<file path="src/rtl/seq_comparator_if.sv">
// Request/result handshake bundle for seq_comparator: operands and funct3 in, taken/latency out.
// Both directions use valid/ready flow control; the master side is the requester.
interface seq_comparator_if #(
  parameter int WIDTH = 32,
  parameter int CHUNK = 8
);
  localparam int LAT_W = $clog2(WIDTH / CHUNK + 1);

  logic             start_valid;
  logic             start_ready;
  logic [2:0]       funct3;
  logic [WIDTH-1:0] a;
  logic [WIDTH-1:0] b;
  logic             done_valid;
  logic             done_ready;
  logic             taken;
  logic [LAT_W-1:0] latency;

  modport master (
    output start_valid, funct3, a, b, done_ready,
    input  start_ready, done_valid, taken, latency
  );

  modport slave (
    input  start_valid, funct3, a, b, done_ready,
    output start_ready, done_valid, taken, latency
  );
endinterface

</file>
<file path="src/rtl/seq_comparator.sv">
// Multi-cycle RISC-V branch comparator scanning CHUNK bits per cycle MSB-first; 1..N BUSY cycles.
// Accepts only in IDLE; holds taken/latency in DONE until done_ready, so results are never dropped.
module seq_comparator #(
  parameter int WIDTH      = 32,
  parameter int CHUNK      = 8,
  parameter int EARLY_EXIT = 1
) (
  input  logic               clk,
  input  logic               reset,
  seq_comparator_if.slave    bus
);
  localparam int N     = WIDTH / CHUNK;
  localparam int IDX_W = (N > 1) ? $clog2(N) : 1;
  localparam int LAT_W = $clog2(N + 1);

  typedef enum logic [1:0] {IDLE, BUSY, DONE} state_t;

  state_t           state_q, state_d;
  logic [WIDTH-1:0] a_q, b_q;
  logic [2:0]       f3_q;
  logic             eq_q, lt_q;
  logic [IDX_W-1:0] idx_q;
  logic [LAT_W-1:0] cnt_q;
  logic             taken_q;
  logic [LAT_W-1:0] lat_q;

  logic [CHUNK-1:0] chunk_a, chunk_b;
  logic             eq_nxt, lt_nxt, last_chunk, taken_nxt;
  logic [WIDTH-1:0] sign_mask;

  // Flipping the sign bit of both operands maps signed order onto unsigned order.
  always_comb begin
    sign_mask            = '0;
    sign_mask[WIDTH-1]   = (bus.funct3[2:1] == 2'b10);
  end

  always_comb begin
    chunk_a    = a_q[int'(idx_q) * CHUNK +: CHUNK];
    chunk_b    = b_q[int'(idx_q) * CHUNK +: CHUNK];
    eq_nxt     = eq_q && (chunk_a == chunk_b);
    lt_nxt     = lt_q || (eq_q && (chunk_a < chunk_b));
    last_chunk = (idx_q == '0) || ((EARLY_EXIT != 0) && eq_q && (chunk_a != chunk_b));
    case (f3_q)
      3'b000:          taken_nxt = eq_nxt;
      3'b001:          taken_nxt = !eq_nxt;
      3'b100, 3'b110:  taken_nxt = lt_nxt;
      3'b101, 3'b111:  taken_nxt = !lt_nxt;
      default:         taken_nxt = 1'b0;
    endcase
  end

  always_ff @(posedge clk) begin
    if (reset) state_q <= IDLE;
    else       state_q <= state_d;
  end

  always_comb begin
    state_d         = state_q;
    bus.start_ready = 1'b0;
    bus.done_valid  = 1'b0;
    case (state_q)
      IDLE: begin
        bus.start_ready = 1'b1;
        if (bus.start_valid) state_d = BUSY;
      end
      BUSY: begin
        if (last_chunk) state_d = DONE;
      end
      DONE: begin
        bus.done_valid = 1'b1;
        if (bus.done_ready) state_d = IDLE;
      end
      default: state_d = IDLE;
    endcase
  end

  assign bus.taken   = taken_q;
  assign bus.latency = lat_q;

  always_ff @(posedge clk) begin
    if (reset) begin
      a_q     <= '0;
      b_q     <= '0;
      f3_q    <= '0;
      eq_q    <= 1'b1;
      lt_q    <= 1'b0;
      idx_q   <= '0;
      cnt_q   <= '0;
      taken_q <= 1'b0;
      lat_q   <= '0;
    end else begin
      case (state_q)
        IDLE: if (bus.start_valid) begin
          a_q   <= bus.a ^ sign_mask;
          b_q   <= bus.b ^ sign_mask;
          f3_q  <= bus.funct3;
          eq_q  <= 1'b1;
          lt_q  <= 1'b0;
          idx_q <= IDX_W'(N - 1);
          cnt_q <= '0;
        end
        BUSY: begin
          eq_q  <= eq_nxt;
          lt_q  <= lt_nxt;
          cnt_q <= cnt_q + LAT_W'(1);
          if (last_chunk) begin
            taken_q <= taken_nxt;
            lat_q   <= cnt_q + LAT_W'(1);
          end else begin
            idx_q <= idx_q - IDX_W'(1);
          end
        end
        default: ;
      endcase
    end
  end
endmodule

</file>
<file path="src/flat_wrapper.sv">
// flat-port wrapper written by rule: the top's interface ports become plain ports
module seq_comparator_flat 
#(
  parameter int WIDTH      = 32,
  parameter int CHUNK      = 8,
  parameter int EARLY_EXIT = 1
)
  (clk, reset, bus_start_valid, bus_funct3, bus_a, bus_b, bus_done_ready, bus_start_ready, bus_done_valid, bus_taken, bus_latency);
  seq_comparator_if #(.WIDTH(WIDTH), .CHUNK(CHUNK)) bus_i ();
  input  logic clk;
  input  logic reset;
  input wire logic [$bits(bus_i.start_valid)-1:0] bus_start_valid;
  input wire logic [$bits(bus_i.funct3)-1:0] bus_funct3;
  input wire logic [$bits(bus_i.a)-1:0] bus_a;
  input wire logic [$bits(bus_i.b)-1:0] bus_b;
  input wire logic [$bits(bus_i.done_ready)-1:0] bus_done_ready;
  output wire logic [$bits(bus_i.start_ready)-1:0] bus_start_ready;
  output wire logic [$bits(bus_i.done_valid)-1:0] bus_done_valid;
  output wire logic [$bits(bus_i.taken)-1:0] bus_taken;
  output wire logic [$bits(bus_i.latency)-1:0] bus_latency;
  assign bus_i.start_valid = bus_start_valid;
  assign bus_i.funct3 = bus_funct3;
  assign bus_i.a = bus_a;
  assign bus_i.b = bus_b;
  assign bus_i.done_ready = bus_done_ready;
  assign bus_start_ready = bus_i.start_ready;
  assign bus_done_valid = bus_i.done_valid;
  assign bus_taken = bus_i.taken;
  assign bus_latency = bus_i.latency;
  seq_comparator #(.WIDTH(WIDTH), .CHUNK(CHUNK), .EARLY_EXIT(EARLY_EXIT)) u_core (.clk(clk), .reset(reset), .bus(bus_i));
endmodule
</file>
<file path="config.mk">
export PLATFORM = sky130hd
export DESIGN_NAME = seq_comparator_flat
export DESIGN_NICKNAME = d
export VERILOG_FILES = /design/src/rtl/seq_comparator_if.sv /design/src/rtl/seq_comparator.sv /design/src/flat_wrapper.sv
export SDC_FILE = /design/constraint.sdc
export NUM_CORES = 1
export LEC_CHECK = 0
export ABC_AREA = 1
export CAP_MARGIN = 5
export CORE_ASPECT_RATIO = 1.75
export CORE_UTILIZATION = 65
export CTS_CLUSTER_SIZE = 20
export DETAILED_ROUTE_END_ITERATION = 16
export DONT_BUFFER_PORTS = 1
export PLACE_DENSITY_LB_ADDON = 0.12
export SLEW_MARGIN = 20
export SYNTH_ARGS = -nofsm -noshare
export SYNTH_HDL_FRONTEND = slang
export SYNTH_SLANG_ARGS = --single-unit
</file>
<file path="constraint.sdc">
create_clock -name clk -period 3.9 [get_ports clk]
set_clock_uncertainty 0.1 [all_clocks]
set_input_delay 0.78 -clock clk [delete_from_list [all_inputs] [get_ports clk]]
set_output_delay 0.78 -clock clk [all_outputs]
set_load 0.05 [all_outputs]
</file>
==> reports/summary.txt, run 1 <==
htree depth = 3
gr busiest metal = met2
Post-Syn Area = 3620 um2
Initial DRC Count = 207
Clock Power Share = 33.4%
clk root buf = clkbuf_8
Distinct cells, synth = 30
Post-Synthesis Cells = 503
Final ANT Viol Nets = 0
CTS Buf Count = 9
Routed WL = 8080 um
post-synthesis sequential area ratio = 44.2%
total grt overflow = 0
CP Launch Point = u_core.idx_q[1]$_SDFFE_PP0P_
Initial Utilization = 68.3%
most frequent cells in the layout = nor2_1 (159), o21ai_0 (87), dfxtp_1 (80)
sequential cell area = 1600 um2
Worst path max stage delay = 520 ps
WS Path Type = flip-flop to flip-flop
Reg2Reg Setup Slack = 1190 ps
cell family with most CP delay = simple AND/OR/NAND/NOR gates
clk_lat worst skew = 350 ps
vias in the first global route = 2913
register bit total from synthesis = 80
Vias/cell = 5.55
Via Count = 3137
# rows = 35
I/O pins = 77
post-cts resize count = 0
layout cells sized above 1 = 6.52%
total track usage = 29.2%
number of cells on the critical path = 14
termination of the worst setup path = u_core.bus.taken$_SDFFE_PP0P_
Max-slew headroom = 41.7%
min cycle time layout = 2710 ps
worst r2r dst = u_core.bus.taken$_SDFFE_PP0P_
total power = 1990 uW
DR WL/cell = 14.3 um
Final Util = 71.4%
Reg2Reg Depth = 14
status = complete, no violations
CP max-delay cell = inv_1
Cell Pwr Density = 527 nW/um2
RSZ-0062 raised after global routing = false
f_max = 369 MHz
I/O Buffers = 0
syn_area_per_cell = 7.20 um2
multi-input logic area = 1760 um2
Sw Share = 30.2%
Worst Setup End Kind = flip-flop
Worst Hold Class = flip-flop to flip-flop
die height = 101 um
post-cts hold buffer count = 0
CTS tree = yes
Int Pwr = 1390 uW
CP Buf/Inv Count = 2
grt met1 use = 33.2%
crit share post-route = 69.6%
CTS Sinks = 80
nets = 567
YS warnings = 0
max-slew violations = 0
Worst VDD drop = 0.404 mV
most common cell after layout, fill and taps aside = nor2_1
area grow syn2layout = 4.42%
CTS Buffer Depth = 2
total net switching power = 603 uW
combinational power share = 18.9%
Layout fillers = 456
largest net degree at the start of global routing = 71
Pre-antenna DRT Iters = 5
Critical Path RT = 4050 ps
number of post-CTS setup repair buffers = 0
crit path max fanout = 24
hpwl dp = 5670 um
Worst R2R Start = u_core.idx_q[1]$_SDFFE_PP0P_
first-pass GRT wire length = 12900 um
Slew @ Worst Pin = 872 ps
CP arrival = 2860 ps
Core Box Area = 5300 um2
TNS Setup = 0 ps
met3 usage in global routing = 4.49%
Sequential Power Share = 47.7%
max cap viols = 0
critical path cell sequence = inv_1 > o21ai_0 > nor2_1 > a21oi_1 > ha_1 > nand2_1 > nor2_2 > nand2_1 > a21oi_2 > nor2_2 > nor2_1 > nor2_1 > nand2_1 > inv_1
static leakage = 0.00156 uW
Ant. Diodes = 0
GPL Wtd Cong = 0.889
GR met2 Demand/Resource = 52.6%
Die ar. = 5880 um2
crit start category = flip-flop
# setup viols final = 0
initial antenna violation count = 0
Post-Syn Nets = 584
Residual DRC = 0
Die X = 58.4 um
CTS clock-pin slew for the worst setup and hold paths = 80 ps
final hold vios = 0
==> how the worst min path moves through the flow <==
stage                            startpoint                                  to  slack [ps]  cells past startpoint
5_1_grt                               reset  u_core.bus.latency[1]$_SDFFE_PP0P_         380                      1
6_report       u_core.cnt_q[1]$_SDFFE_PP0P_        u_core.cnt_q[1]$_SDFFE_PP0P_         370                      2
3_5_place_dp   u_core.cnt_q[1]$_SDFFE_PP0P_        u_core.cnt_q[1]$_SDFFE_PP0P_         360                      2
2_1_floorplan  u_core.cnt_q[1]$_SDFFE_PP0P_        u_core.cnt_q[1]$_SDFFE_PP0P_         340                      2
3_3_place_gp   u_core.cnt_q[1]$_SDFFE_PP0P_        u_core.cnt_q[1]$_SDFFE_PP0P_         350                      2
4_1_cts        u_core.cnt_q[1]$_SDFFE_PP0P_        u_core.cnt_q[1]$_SDFFE_PP0P_         370                      2
==> flip-flops by register name, summed over array words and instances, names as in the netlist <==
| signal | cells |
|---|---|
| u_core.eq_q | 1 |
| u_core.a_q | 32 |
| u_core.bus.taken | 1 |
| u_core.state_q | 2 |
| u_core.idx_q | 2 |
| u_core.lt_q | 1 |
| u_core.cnt_q | 3 |
| u_core.b_q | 32 |
| u_core.bus.latency | 3 |
| u_core.f3_q | 3 |
==> stage by stage <==
step           instances  hold slack, ps  cell area (um2)  setup WS [ps]
2_1_floorplan        503             343             3620           1640
5_1_grt              565             381             3780            838
3_3_place_gp         549             349             3560           1360
6_report             565             366             3780           1190
3_5_place_dp         549             356             3560           1250
4_1_cts              565             369             3780           1220
==> worst min-delay path: stages, from the launching register on <==
cell and delay [ps]:
dfxtp_1 320, nand2_1 60, a21oi_1 50
==> power by group through the flow <==
stage / Combinational (uW) / Sequential, uW / Clock [uW]
after floorplan: 327 / 947 / 0
after global placement: 363 / 967 / 0
after detailed placement: 375 / 968 / 0
after CTS: 377 / 950 / 672
after global routing: 439 / 957 / 708
final: 376 / 951 / 667
==> per-layer routing <==
metal  vias up  wire [um]
li1       1612          -
met1      1430       3260
met2        81       4390
met4         0        164
met5         -          0
met3        14        271
==> cell type report <==
class | count | share of cell area [%]
clock buffer | 10 | 3.38
clock inverter | 6 | 2.38
inverter | 21 | 2.12
multi-input combinational | 370 | 46.5
sequential | 80 | 42.4
tap | 74 | 2.45
timing repair buffer | 4 | 0.794
==> synthesized netlist by cell type (all sizes together) <==
cell / instances / area [um2]
nor3: 1 / 5.00
a211oi: 1 / 12.5
ha: 10 / 125
o22ai: 8 / 50.1
clkbuf: 21 / 101
nand2: 55 / 224
dfxtp: 80 / 1600
nor2: 162 / 616
xnor2: 2 / 17.5
a21oi: 24 / 128
a22oi: 1 / 7.51
buf: 11 / 78.8
inv: 20 / 75.1
nand4: 1 / 6.26
o21ai: 89 / 449
clkinv: 1 / 5.00
xor2: 1 / 8.76
a32o: 7 / 70.1
nand3: 8 / 40.0
==> kinds of logic (layout without fill, tap and decap cells) <==
| group | after synthesis | after routing | synth area share [%] |
|---|---|---|---|
| DFF | 80 | 80 | 44.2 |
| adders and majority gates | 10 | 10 | 3.46 |
| and+or+nand+nor | 227 | 227 | 24.6 |
| buffers and inverters | 53 | 41 | 7.19 |
| AOI/OAI and AO/OA | 130 | 130 | 19.8 |
| xor gates and xnor gates | 3 | 3 | 0.726 |
(Power assumes the default switching activity.)
==> inputs of run 2 (changes only) <==
--- a/config.mk
+++ b/config.mk
@@ -8,7 +8,7 @@
 export ABC_AREA = 1
 export CAP_MARGIN = 5
 export CORE_ASPECT_RATIO = 1.75
-export CORE_UTILIZATION = 65
+export CORE_UTILIZATION = 57
 export CTS_CLUSTER_SIZE = 20
 export DETAILED_ROUTE_END_ITERATION = 16
 export DONT_BUFFER_PORTS = 1
==> constraint.sdc (replaced) <==
create_clock -name clk -period 2.25 [get_ports clk]
set_clock_uncertainty 0.1 [all_clocks]
set_input_delay 0.45 -clock clk [delete_from_list [all_inputs] [get_ports clk]]
set_output_delay 0.45 -clock clk [all_outputs]
set_load 0.05 [all_outputs]
==> reports/summary.txt, run 2 (synthesis gave the netlist of run 1 again) <==
# setup viols final = 1 (+1)
Ant. Diodes = 0 (unchanged)
Routed WL = 8830 um (+9.3%)
setup slack after layout = -23.1 ps (-1210 ps)
Clock Power Share = 26.2% (-7.2 points)
clk_lat worst skew = 360 ps (about the same)
Int Pwr = 2400 uW (+73%)
combinational power share = 26.5% (+7.6 points)
Die X = 62.3 um (+6.6%)
CP Buf/Inv Count = 2 (unchanged)
vias in the first global route = 2994 (+2.8%)
Residual DRC = 0 (unchanged)
min cycle time layout = 2270 ps (-440 ps)
Sequential Power Share = 47.3% (-0.4 points)
CP arrival = 2420 ps (-440 ps)
most frequent CP cell = nand2_2
total power = 3510 uW (+76%)
Final ANT Viol Nets = 0 (unchanged)
Critical Path RT = 2400 ps (-1650 ps)
initial antenna violation count = 0 (unchanged)
f_max = 440 MHz (+19%)
layout cells sized above 1 = 15.2% (+8.7 points)
Worst VDD drop = 0.583 mV (+44%)
Layout fillers = 556 (+22%)
Min-Delay Startpoint = reset
CTS Buffer Depth = 2 (unchanged)
routed wl met2 = 4750 um (+8.1%)
Vias/cell = 5.56 (about the same)
sequential cell area = 1610 um2 (+0.31%)
CP max-delay cell = dfxtp_4
CTS Buf Count = 9 (unchanged)
total grt overflow = 0 (unchanged)
Via Count = 3251 (+3.6%)
clk root buf = clkbuf_8
CTS clock-pin slew for the worst setup and hold paths = 70 ps (about the same)
failing checks = setup timing
Core Box Area = 6180 um2 (+17%)
Worst R2R Start = u_core.idx_q[0]$_SDFFE_PP0P_
Cell Pwr Density = 845 nW/um2 (+60%)
total track usage = 26.6% (-2.6 points)
most frequent cells in the layout = nor2_1 (154), o21ai_0 (79), dfxtp_1 (78)
cell family with most CP delay = simple AND/OR/NAND/NOR gates
Sw Share = 31.6% (+1.4 points)
static leakage = 0.00169 uW (+8.6%)
final hold vios = 0 (unchanged)
I/O Buffers = 0 (unchanged)
Initial DRC Count = 184 (-11%)
top sig layer = met4
Cell Count, Final, Fillers Out = 585 (+3.5%)
Reg2Reg Setup Slack = -20 ps (-1210 ps)
area grow syn2layout = 14.8%
CP Launch Point = u_core.idx_q[0]$_SDFFE_PP0P_
Worst Setup End Kind = flip-flop
largest net degree at the start of global routing = 72 (+1.4%)
htree depth = 3 (unchanged)
critical path cell sequence = inv_8 > clkbuf_16 > nand2_1 > a32o_2 > ha_4 > nand2_2 > nor2_4 > nand2_2 > a21oi_4 > nand2_2 > nand2_4 > nand3_2 > nand2_1 > nor2_1
DR WL/cell = 15.1 um (+5.6%)
crit start category = flip-flop
Met3 Routed Length = 347 um (+28%)
die height = 107 um (+6.7%)
Max-slew headroom = 64.8% (+23 points)
crit path max fanout = 8 (-67%)
multi-input logic area = 1930 um2 (+9.5%)
Pre-antenna DRT Iters = 5 (unchanged)
WS Path Type = flip-flop to flip-flop
Die ar. = 6690 um2 (+14%)
max-slew violations = 0 (unchanged)
first-pass GRT wire length = 13500 um (+4.6%)
status = finished, violations left
hpwl dp = 6100 um (+7.7%)
placed cell count = 565 (+2.9%)
Initial Utilization = 58.6% (-9.8 points)
CTS Sinks = 80 (unchanged)
I/O pins = 77 (unchanged)
RSZ-0062 raised after global routing = true
Worst Hold Class = input port to flip-flop
most common cell after layout, fill and taps aside = nor2_1
max cap viols = 0 (unchanged)
pre-CTS setup slack = -96.2 ps (-1340 ps)
total net switching power = 1110 uW (+84%)
nets = 582 (+2.6%)
Worst path max stage delay = 390 ps (-130 ps)
Slew @ Worst Pin = 527 ps (-345 ps)
crit share post-route = 101% (+31 points)
WL met1 = 3390 um (+4.2%)
GPL Wtd Cong = 0.937 (+5.4%)
# rows = 38 (+8.6%)
CTS tree = yes
Largest regs = u_core.a_q: 32 flops, u_core.b_q: 32 flops
-- run 2: per-stage QoR --
step / instance area [um2] / util (%) / TNS (ps) / hold slack, ps
after floorplan: 3620 / - / 0 / 343
after global placement: 3700 / 59.8 / -12.7 / 346
after detailed placement: 3700 / 59.8 / -413 / 361
after CTS: 3900 / 63.1 / 0 / 34.5
after global routing: 4160 / 67.2 / -498 / 30.9
final: 4160 / 67.2 / -23.1 / 42.4
-- run 2: power groups by stage --
stage	registers [uW]	logic, uW	clock network, uW
after floorplan	1640	568	0
after global placement	1680	688	0
after detailed placement	1680	714	0
after CTS	1650	736	948
after global routing	1670	1040	1010
final	1660	931	921
-- run 2: cell type report --
type | instances | share of cell area (%)
Multi-Input combinational cell | 370 | 46.4
Sequential cell | 80 | 38.7
Timing Repair Buffer | 19 | 6.44
Clock buffer | 15 | 4.00
Tap cell | 80 | 2.41
Inverter | 21 | 2.11
-- run 2: metal layers --
metal | vias up | global-route usage (%)
met5 | - | 0
met4 | 0 | 17.4
met3 | 27 | 4.13
met2 | 105 | 49.8
met1 | 1476 | 27.0
li1 | 1643 | -
-- run 2: path summary, 6_finish.rpt --
kind,end,cells after the start
worst max-delay path,u_core.idx_q[1]$_SDFFE_PP0P_,14
worst min-delay path,u_core.bus.latency[2]$_SDFFE_PP0P_,1
worst max register to register,u_core.idx_q[1]$_SDFFE_PP0P_,14
worst min register to register,u_core.cnt_q[1]$_SDFFE_PP0P_,2
-- run 2: repair_timing --
item / CTS / global route
hold buffers: 0 / 0
endpoints found under the hold margin: 0 / 0
setup buffers: 1 / 1
pin swaps: 3 / 23
cloned: 0 / 3
gates resized for setup: 9 / 49
setup endpoints to repair: 7 / 8
